<file path="config.mk">
export PLATFORM = sky130hd
export DESIGN_NAME = window_mean_filter
export DESIGN_NICKNAME = d
export VERILOG_FILES = /design/src/rtl/window_mean_filter_pkg.sv /design/src/rtl/window_mean_filter_line_buffer.sv /design/src/rtl/window_mean_filter.sv
export SDC_FILE = /design/constraint.sdc
export NUM_CORES = 2
export LEC_CHECK = 0
export ABC_AREA = 1
export CORE_MARGIN = 8
export CORE_UTILIZATION = 45
export CTS_BUF_LIST = sky130_fd_sc_hd__clkbuf_8
export DETAILED_ROUTE_END_ITERATION = 6
export HOLD_SLACK_MARGIN = 0.05
export PLACE_DENSITY_LB_ADDON = 0.25
export SLEW_MARGIN = 10
export SYNTH_ARGS = -nofsm -noshare
export SYNTH_HDL_FRONTEND = slang
export SYNTH_SLANG_ARGS = --single-unit
</file>
<file path="constraint.sdc">
create_clock -name clk -period 21.9 [get_ports clk]
set_clock_uncertainty 0.1 [all_clocks]
set_input_delay 5.475 -clock clk [delete_from_list [all_inputs] [get_ports clk]]
set_output_delay 5.475 -clock clk [all_outputs]
set_load 0.01 [all_outputs]
</file>
<file path="src/rtl/window_mean_filter_pkg.sv">
// window_mean_filter_pkg: shared pixel-entry and 3x3 window types for the mean filter
package window_mean_filter_pkg;
  localparam int PIX_W = 8;
  typedef struct packed {
    logic             nod;
    logic [PIX_W-1:0] pix;
  } px_t;
  typedef px_t [2:0][2:0] win_t;
endpackage

</file>
<file path="src/rtl/window_mean_filter_line_buffer.sv">
// line_buffer: one image row of {nod,pix} entries, read-before-write at a single address
module line_buffer
  import window_mean_filter_pkg::*;
#(
  parameter int DEPTH = 64
) (
  input  logic                     clk,
  input  logic                     we,
  input  logic [$clog2(DEPTH)-1:0] addr,
  input  px_t                      wdata,
  output px_t                      rdata
);
  px_t mem [DEPTH];
  always_ff @(posedge clk)
    if (we) mem[addr] <= wdata;
  assign rdata = mem[addr];
endmodule

</file>
<file path="src/rtl/window_mean_filter.sv">
// window_mean_filter: 3x3 noise-aware mean filter replacing flagged centre pixels with the clean-neighbour mean
module window_mean_filter
  import window_mean_filter_pkg::*;
#(
  parameter int IMG_W = 64,
  parameter int IMG_H = 64
) (
  input  logic             clk,
  input  logic             rst_n,
  input  logic             in_valid,
  input  logic [PIX_W-1:0] in_pix,
  input  logic             in_nod,
  input  logic             in_sof,
  output logic             out_valid,
  output logic [PIX_W-1:0] out_pix,
  output logic             out_eol
);
  localparam int CW = $clog2(IMG_W);
  localparam int RW = $clog2(IMG_H);
  logic [CW-1:0]    col, cur_col;
  logic [RW-1:0]    row, cur_row;
  logic             last_col;
  px_t              in_px, lb0_rd, lb1_rd;
  win_t             win;
  logic             win_v, win_eol;
  logic [10:0]      sum;
  logic [3:0]       k;
  logic [PIX_W-1:0] res;
  assign in_px    = {in_nod, in_pix};
  assign cur_col  = in_sof ? '0 : col;
  assign cur_row  = in_sof ? '0 : row;
  assign last_col = cur_col == CW'(IMG_W - 1);
  line_buffer #(.DEPTH(IMG_W)) u_lb0 (.clk(clk), .we(in_valid), .addr(cur_col), .wdata(in_px),  .rdata(lb0_rd));
  line_buffer #(.DEPTH(IMG_W)) u_lb1 (.clk(clk), .we(in_valid), .addr(cur_col), .wdata(lb0_rd), .rdata(lb1_rd));
  always_ff @(posedge clk) begin
    if (!rst_n) begin
      col <= '0;
      row <= '0;
    end else if (in_valid) begin
      col <= last_col ? '0 : cur_col + CW'(1);
      row <= !last_col ? cur_row : (cur_row == RW'(IMG_H - 1)) ? '0 : cur_row + RW'(1);
    end
  end
  always_ff @(posedge clk) begin
    if (!rst_n) begin
      win     <= '0;
      win_v   <= 1'b0;
      win_eol <= 1'b0;
    end else begin
      win_v   <= in_valid && cur_row >= RW'(2) && cur_col >= CW'(2);
      win_eol <= last_col;
      if (in_valid) begin
        for (int r = 0; r < 3; r++) begin
          win[r][0] <= win[r][1];
          win[r][1] <= win[r][2];
        end
        win[0][2] <= lb1_rd;
        win[1][2] <= lb0_rd;
        win[2][2] <= in_px;
      end
    end
  end
  // a noisy centre with no clean neighbour falls back to the previous output held in out_pix
  always_comb begin
    sum = '0;
    k   = '0;
    for (int r = 0; r < 3; r++)
      for (int c = 0; c < 3; c++)
        if (!(r == 1 && c == 1) && !win[r][c].nod) begin
          sum = sum + 11'(win[r][c].pix);
          k   = k + 4'd1;
        end
    res = !win[1][1].nod ? win[1][1].pix : (k != 4'd0) ? PIX_W'(sum / 11'(k)) : out_pix;
  end
  always_ff @(posedge clk) begin
    if (!rst_n) begin
      out_valid <= 1'b0;
      out_pix   <= '0;
      out_eol   <= 1'b0;
    end else begin
      out_valid <= win_v;
      out_eol   <= win_v && win_eol;
      if (win_v) out_pix <= res;
    end
  end
endmodule
</file>
=== After elaboration in Yosys (flattened, before gate mapping) ===
Memories as Yosys holds them, arrays and structs flattened. A register that Yosys moved wholly into a read port is not among the register bits.
Index checks and enable logic that the tools add are counted.

* Flip-flop bits (word level): 96
* Logic and storage cells: 78
* RAM bits: 1152
* Input bits: 13
* Memories: 2
* Output and inout port bits: 10

{| class="wikitable"
|+ Memory list
! name !! words !! bits a word !! rd ports !! clocked after memory_dff !! write ports !! line !! RTL
|-
| u_lb0.mem || 64 || 9 || 1 || 0 || 1 || window_mean_filter_line_buffer.sv:13 || <nowiki>px_t mem [DEPTH];</nowiki>
|-
| u_lb1.mem || 64 || 9 || 1 || 1 || 1 || window_mean_filter_line_buffer.sv:13 ||
|}

* Equality and inequality tests: 3
* Add/sub/neg operators: 16
* Reduce and logical (&&, ||, !) cells: 6
* Muxes and demuxes: 25
* Magnitude comparators: 2
* Div/mod/pow operators: 1

{| class="wikitable"
|+ Operators with widths
! cell !! count
|-
| 11-bit by 8-bit adder with 11-bit output || 7
|-
| 11-bit 2-to-1 mux || 7
|-
| 6-bit 2-to-1 mux || 5
|-
| 4-bit by 1-bit adder with 4-bit output (second input constant) || 7
|-
| 4-bit 2-to-1 mux || 7
|-
| 8-bit 2-to-1 mux || 3
|-
| 6-bit by 1-bit adder with 6-bit output (second input constant) || 2
|-
| 6-bit == test (second input constant) || 2
|-
| 6-bit by 2-bit >= comparator with 1-bit output (second input constant) || 2
|-
| 11-bit by 4-bit divider with 11-bit output || 1
|-
| 4-bit nonzero test || 1
|-
| 1-bit logical AND || 3
|-
| 1-bit 2-to-1 mux || 3
|-
| 2-bit by 1-bit inequality test with 1-bit output (second input constant) || 1
|-
| 2-bit AND reduction || 1
|-
| 1-bit zero test || 1
|}

=== Depth between registers and ports, before layout ===
* Word-level depth: 18
* Gate-level depth with buffers: 156

=== Modules after synthesis ===
A second synthesis with hierarchy kept.

* Cell total of the unflattened synthesis: 6392
* Area, all modules: 59143.0 um^2

{| class="wikitable"
|+ By module, submodules not included
! module !! area an instance (um^2) !! sequential area each (um^2) !! times used !! cells each
|-
| line_buffer || 24613.6 || 17296.6 || 2 || 2420
|-
| window_mean_filter || 9915.8 || 2102.0 || 1 || 1552
|}

=== Worst setup path before layout ===
Ideal clock, no wire load.

* Path kind: reg2reg
* Start: register win[8] in the netlist's numbering
* End: register out_pix[0]
* Cell stages (with the launch flop): 148
* Data arrival time: 20.032 ns
* Setup slack: 1.638 ns
* Cells stage by stage: dfxtp_1 -> nor2_1 -> ha_1 -> fa_1 -> nand2_1 -> nand2_1 -> fa_1 -> inv_1 -> o21ai_0 -> inv_1 -> fa_1 -> o21ai_0 -> inv_1 -> fa_1 -> or2_1 -> o21ai_1 -> a21oi_1 -> o21ai_0 -> [112 not listed] -> nand3_1 -> nor2_1 -> nand3_2 -> inv_2 -> nand2_1 -> o21ai_0 -> ha_1 -> a21boi_0 -> o21ai_0 -> nand2_1 -> a211oi_1 -> nand4_1 -> nor2_1 -> nand2_1 -> clkinv_1 -> nand3_1 -> nand2_1 -> a21oi_2

* Longest elaborated chain between the ends: 18
* Elaborated cells between the ends (all ways): 36
* Classes of those cells: 14 x add/sub; 1 x div; 1 x eq/ne; 18 x mux; 2 x reduce/logical

{| class="wikitable"
|+ Ends and longest elaborated chain
! element !! line !! RTL
|-
| from (decl) || window_mean_filter.sv:24 || <nowiki>win_t win;</nowiki>
|-
| from (signal, indexed assignment) || window_mean_filter.sv:54 || <nowiki>win[r][0] <= win[r][1];</nowiki>
|-
| from (signal, indexed assignment) || window_mean_filter.sv:55 || <nowiki>win[r][1] <= win[r][2];</nowiki>
|-
| 8-bit 2-to-1 mux or 1-bit 2-to-1 mux (tied branches) || window_mean_filter.sv:69 || <nowiki>if (!(r == 1 && c == 1) && !win[r][c].nod) begin</nowiki>
|-
| 11-bit by 8-bit adder with 11-bit output or 4-bit by 1-bit adder with 4-bit output (tied branches) || window_mean_filter.sv:70, window_mean_filter.sv:71 ||
|-
| 11-bit 2-to-1 mux or 4-bit 2-to-1 mux (tied branches) || window_mean_filter.sv:69 ||
|-
| 11-bit by 8-bit adder with 11-bit output or 4-bit by 1-bit adder with 4-bit output (tied branches) || window_mean_filter.sv:70, window_mean_filter.sv:71 ||
|-
| 11-bit 2-to-1 mux or 4-bit 2-to-1 mux (tied branches) || window_mean_filter.sv:69 ||
|-
| 11-bit by 8-bit adder with 11-bit output or 4-bit by 1-bit adder with 4-bit output (tied branches) || window_mean_filter.sv:70, window_mean_filter.sv:71 ||
|-
| 11-bit 2-to-1 mux or 4-bit 2-to-1 mux (tied branches) || window_mean_filter.sv:69 ||
|-
| 11-bit by 8-bit adder with 11-bit output or 4-bit by 1-bit adder with 4-bit output (tied branches) || window_mean_filter.sv:70, window_mean_filter.sv:71 ||
|-
| [2 not listed] || - ||
|-
| 11-bit 2-to-1 mux or 4-bit 2-to-1 mux (tied branches) || window_mean_filter.sv:69 ||
|-
| 11-bit by 8-bit adder with 11-bit output or 4-bit by 1-bit adder with 4-bit output (tied branches) || window_mean_filter.sv:70, window_mean_filter.sv:71 ||
|-
| 11-bit 2-to-1 mux or 4-bit 2-to-1 mux (tied branches) || window_mean_filter.sv:69 ||
|-
| 11-bit by 8-bit adder with 11-bit output or 4-bit by 1-bit adder with 4-bit output (tied branches) || window_mean_filter.sv:70, window_mean_filter.sv:71 ||
|-
| 11-bit 2-to-1 mux or 4-bit 2-to-1 mux (tied branches) || window_mean_filter.sv:69 ||
|-
| 11-bit by 4-bit divider with 11-bit output or 4-bit nonzero test (tied branches) || window_mean_filter.sv:73 || <nowiki>res = !win[1][1].nod ? win[1][1].pix : (k != 4'd0) ? PIX_W'(sum / 11'(k)) : out_pix;</nowiki>
|-
| 8-bit 2-to-1 mux or 2-bit by 1-bit inequality test with 1-bit output (tied branches) || - ||
|-
| 8-bit 2-to-1 mux or 2-bit AND reduction (tied branches) || - ||
|-
| to (signal assigned) || window_mean_filter.sv:83 || <nowiki>if (win_v) out_pix <= res;</nowiki>
|-
| to (decl) || window_mean_filter.sv:15 || <nowiki>output logic [PIX_W-1:0] out_pix,</nowiki>
|}

Parallel ways exist; a longest one is shown, timed or not. The select of a mux whose other input is x is not followed.
A chain may end at the register's enable or synchronous reset.

=== Worst setup path in the final report ===
Ends and elaborated chain as after synthesis.

==> reports/qor.log <==
qor: floorplan.die_x 358 um
qor: route.drt-pass1-iter-count 6
qor: sta.finalHoldViolCount 0
qor: route.vias 35500
qor: route.wirelength 147000 um
qor: finish.synthToLayoutAreaGrowth 12.7%
qor: route.ant_nets 0
qor: worst_setup_path.largest_delay_contributor_family_on_the_critical_path simple AND/OR/NAND/NOR gates
qor: floorplan.floorplan.io_pins 23
qor: global_routing.grt_pass1_wl 217000 um
qor: global_routing.gr-usage-met1 29.7%
qor: sta.timing.final.max_slew_violations 0
qor: worst_setup_path.cp_slowest_stage_delay 510 ps
qor: worst_setup_path.timing.reg2reg.setup_slack 1440 ps
qor: worst_setup_path.critical_path.reg2reg.startpoint win[8]
qor: route.wire_per_inst 23.9 um
qor: global_routing.grt_antenna_before_repair 6
qor: global_routing.grtUsageTotal 22.5%
qor: yosys.synth-edff-count 1152
qor: status.status completed
qor: worst_setup_path.startpoint_type flip-flop
qor: cts.numClockSinks 1257
qor: global_routing.grt-ovfl-total 0
qor: yosys.netlist-cell-type-count 66
qor: worst_setup_path.arrival 21090 ps
qor: finish.final_cell_count_no_fill 6151
qor: global_routing.first_global_vias 34000
qor: worst_setup_path.most_used_cell_along_the_critical_path nand2_1
qor: yosys.synth-warning-count 0
qor: placed_design.post-dp-hpwl 84400 um
qor: job.drv.max_cap_violation_count 0
qor: worst_setup_path.cp_max_delay_cell fa_1
qor: sta.fin_crit 20460 ps
qor: floorplan.dieArea 0.128 mm^2
qor: worst_setup_path.end_point_of_the_critical_path out_pix[0]
qor: worst_setup_path.worstSetupStartpoint win[8]
qor: yosys.synthesis.area 0.0527 mm^2
qor: cts.worst_setup_hold_path_clk_slew 60 ps
qor: worst_setup_path.worst-r2r-cell-count 145
qor: finish.final_layout_size_suffix_gt1_share 13.9%
qor: cts.h-tree-depth 4
qor: worst_setup_path.worstSetupPathDepth 145
qor: placed_design.place_worst_setup_slack -435 ps
qor: worst_setup_path.reg2reg_capture_point out_pix[0]
qor: yosys.async_flop_share 0%
qor: yosys.flip_flop_and_latch_count_after_synthesis 1257
qor: floorplan.floorplan.core_area 0.116 mm^2
qor: cts.cts-root-to-sink-buffers 3
qor: worst_setup_path.path_class reg2reg
qor: sta.setup-violations-final 0
qor: global_routing.grt.busiest_layer met2
qor: yosys.yosys_most_used_dff edfxtp_1
qor: worst_hold_path.holdCritPathClass reg2reg
qor: yosys.syn_avg_cell_area 12.2 um^2
qor: sta.worst_slack 1440 ps
qor: cts.tritoncts built
qor: global_routing.grt_start_max_net_pins 142
qor: sta.worst_slew_margin_rel 19.2%
qor: placed_design.cells_after_dpl 5773
qor: yosys.sequential_to_total_area_share_from_yosys_stat 69.6%
qor: route.via_per_inst 5.77
qor: cts.clk-insertion-delay-late 870 ps
qor: floorplan.chipHeight 358 um
qor: finish.layout.nets 4603
qor: sta.maxClockFrequency 48.9 MHz
qor: sta.final.hold.worst_slack 317 ps
qor: placed_design.port-buffer-count 22
qor: yosys.synth_cells 4308
qor: route.detail_route.iter0.violations 3729
qor: cts.clock-root-buffer clkbuf_8
qor: yosys.synth.net_count 4435
qor: floorplan.initial_utilization 45.4%
qor: worst_setup_path.critical_path.max_fanout 8
qor: floorplan.placement_rows 125
qor: global_routing.use_met2 36.4%
qor: cts.cts_buffers 196
qor: worst_setup_path.timing.critical_path.to_type flip-flop
qor: sta.min_period_over_period 93.4%
qor: worst_setup_path.crit_required 22530 ps
qor: placed_design.gp_congestion 0.845
qor: global_routing.use_met3 4.57%
qor: route.remaining_drc_errors 0
qor: cts.cts_hold_repair.buffers 0
qor: sta.tightest_slew 1180 ps
qor: worst_setup_path.critical_path_buf_inv_count 25
qor: sta.finalSetupTns 0 ps
[worst min-delay path by stage]
stage	startpoint	to	slack [ps]	depth (start not counted)
4_1_cts	win_eol	out_eol	320	2
5_1_grt	win_eol	out_eol	360	2
3_5_place_dp	win_eol	out_eol	310	2
2_1_floorplan	win_eol	out_eol	290	2
6_report	win_eol	out_eol	320	2
3_3_place_gp	win_eol	out_eol	320	2
[cell families after synthesis]
family,Yosys count,synth area share (%)
buf+inv,471,3.39
flops,1257,69.6
fa+ha+maj,114,2.80
compound gates,1038,12.3
xor+xnor,47,0.823
simple gates,1381,11.1
[per-layer routing]
metal | wire length (um) | vias to the layer above
met5 | 0 | -
met4 | 5370 | 0
met3 | 12300 | 300
met2 | 69000 | 1556
met1 | 60600 | 17500
li1 | - | 16200
[repair_timing]
item,4_1_cts,5_1_grt
endpoints found under the setup margin,1,2
endpoints found under the hold margin,0,0
setup buffers,0,29
gates resized for setup,7,86
pin swaps,0,42
[layout by cell type (no fill, tap or decap), types with 11 or more instances in the layout]
cell type        instances
or2_2                   12
nand3_1                 93
nand4_1                 63
a22o_1                  68
inv_2                   16
a211oi_1                16
nand2_1                665
a221oi_1                97
o22ai_1                 60
a22oi_1                 23
dfxtp_1                104
edfxtp_1              1152
o2111ai_1               24
nand2_2                 37
nor2_2                  69
o211ai_1                36
o21ai_2                 18
buf_4                  147
xnor2_1                 14
inv_1                  320
a21oi_1                203
nand3_2                 19
clkinv_1                40
xor2_1                  30
o21ai_0                353
clkinv_2                11
o21ai_1                 25
ha_1                    98
clkdlybuf4s50_1         11
clkbuf_8               209
nor2_1                 365
a31oi_1                 34
nor2_4                  23
[cell usage after synthesis, types with 5 or more instances]
cell type | count | area [um^2]
o21bai_1 | 9 | 67.6
inv_1 | 246 | 923
o2bb2ai_1 | 5 | 43.8
fa_1 | 7 | 140
or2_2 | 12 | 75.1
dfxtp_1 | 105 | 2100
nor3_1 | 7 | 35.0
a2111oi_0 | 10 | 87.6
nand3_2 | 16 | 160
nand2_4 | 8 | 90.1
a31oi_1 | 34 | 213
a41oi_1 | 6 | 52.6
a221oi_1 | 97 | 850
nor4_1 | 6 | 37.5
a22oi_1 | 23 | 173
o221ai_1 | 8 | 70.1
a21oi_1 | 215 | 1080
a22o_1 | 68 | 596
o31ai_1 | 5 | 37.5
clkbuf_1 | 163 | 612
clkinv_1 | 8 | 30.0
o2111ai_1 | 24 | 210
o21ai_1 | 11 | 55.1
buf_1 | 36 | 135
a211oi_1 | 17 | 128
ha_1 | 107 | 1340
nand4_1 | 63 | 394
o211ai_1 | 36 | 270
nand3_1 | 96 | 480
inv_2 | 14 | 52.6
nand2_2 | 32 | 200
edfxtp_1 | 1152 | 34600
xnor2_1 | 14 | 123
xor2_1 | 30 | 263
nand2_1 | 670 | 2510
o22ai_1 | 60 | 375
o21ai_0 | 381 | 1910
nor2_1 | 449 | 1690
a21o_1 | 6 | 45.0
[worst register-to-register path: cells and delay by family (launching register included)]
family / cells / cell delay, ps
AOI/OAI and AO/OA: 40 / 5590
buffers and inverters: 25 / 1900
and+or+nand+nor: 59 / 6190
xor gates and xnor gates: 2 / 320
DFF: 1 / 380
adders and majority gates: 19 / 5890
[state kept, by name, summed over array words and instances, names as in the netlist]
| name | flops |
|---|---|
| u_lb0.mem | 576 |
| u_lb1.mem | 576 |
| win | 81 |
| out_pix | 8 |
| col | 6 |
| row | 6 |
| out_eol | 1 |
| out_valid | 1 |
| win_eol | 1 |
| win_v | 1 |
[area by class of cell]
cell class,instances,area (um^2)
fill,9964,56800
sequential,1257,36700
clock buffer,209,2880
tap,1524,1910
multi-input combinational,2580,14900
timing repair buffer,171,1320
inverter,270,1030
antenna,3,7.51
clock inverter,137,716
[stage by stage]
stage | instance area (um^2) | util, %
after detailed placement | 55300 | 47.6
final | 59400 | 51.1
after global routing | 59400 | 51.1
after global placement | 55300 | 47.6
after CTS | 58900 | 50.7
after floorplan | 52700 | -
Power is not shown: default switching activity piles up to over one toggle a cycle in this logic, so the estimate is an artifact.
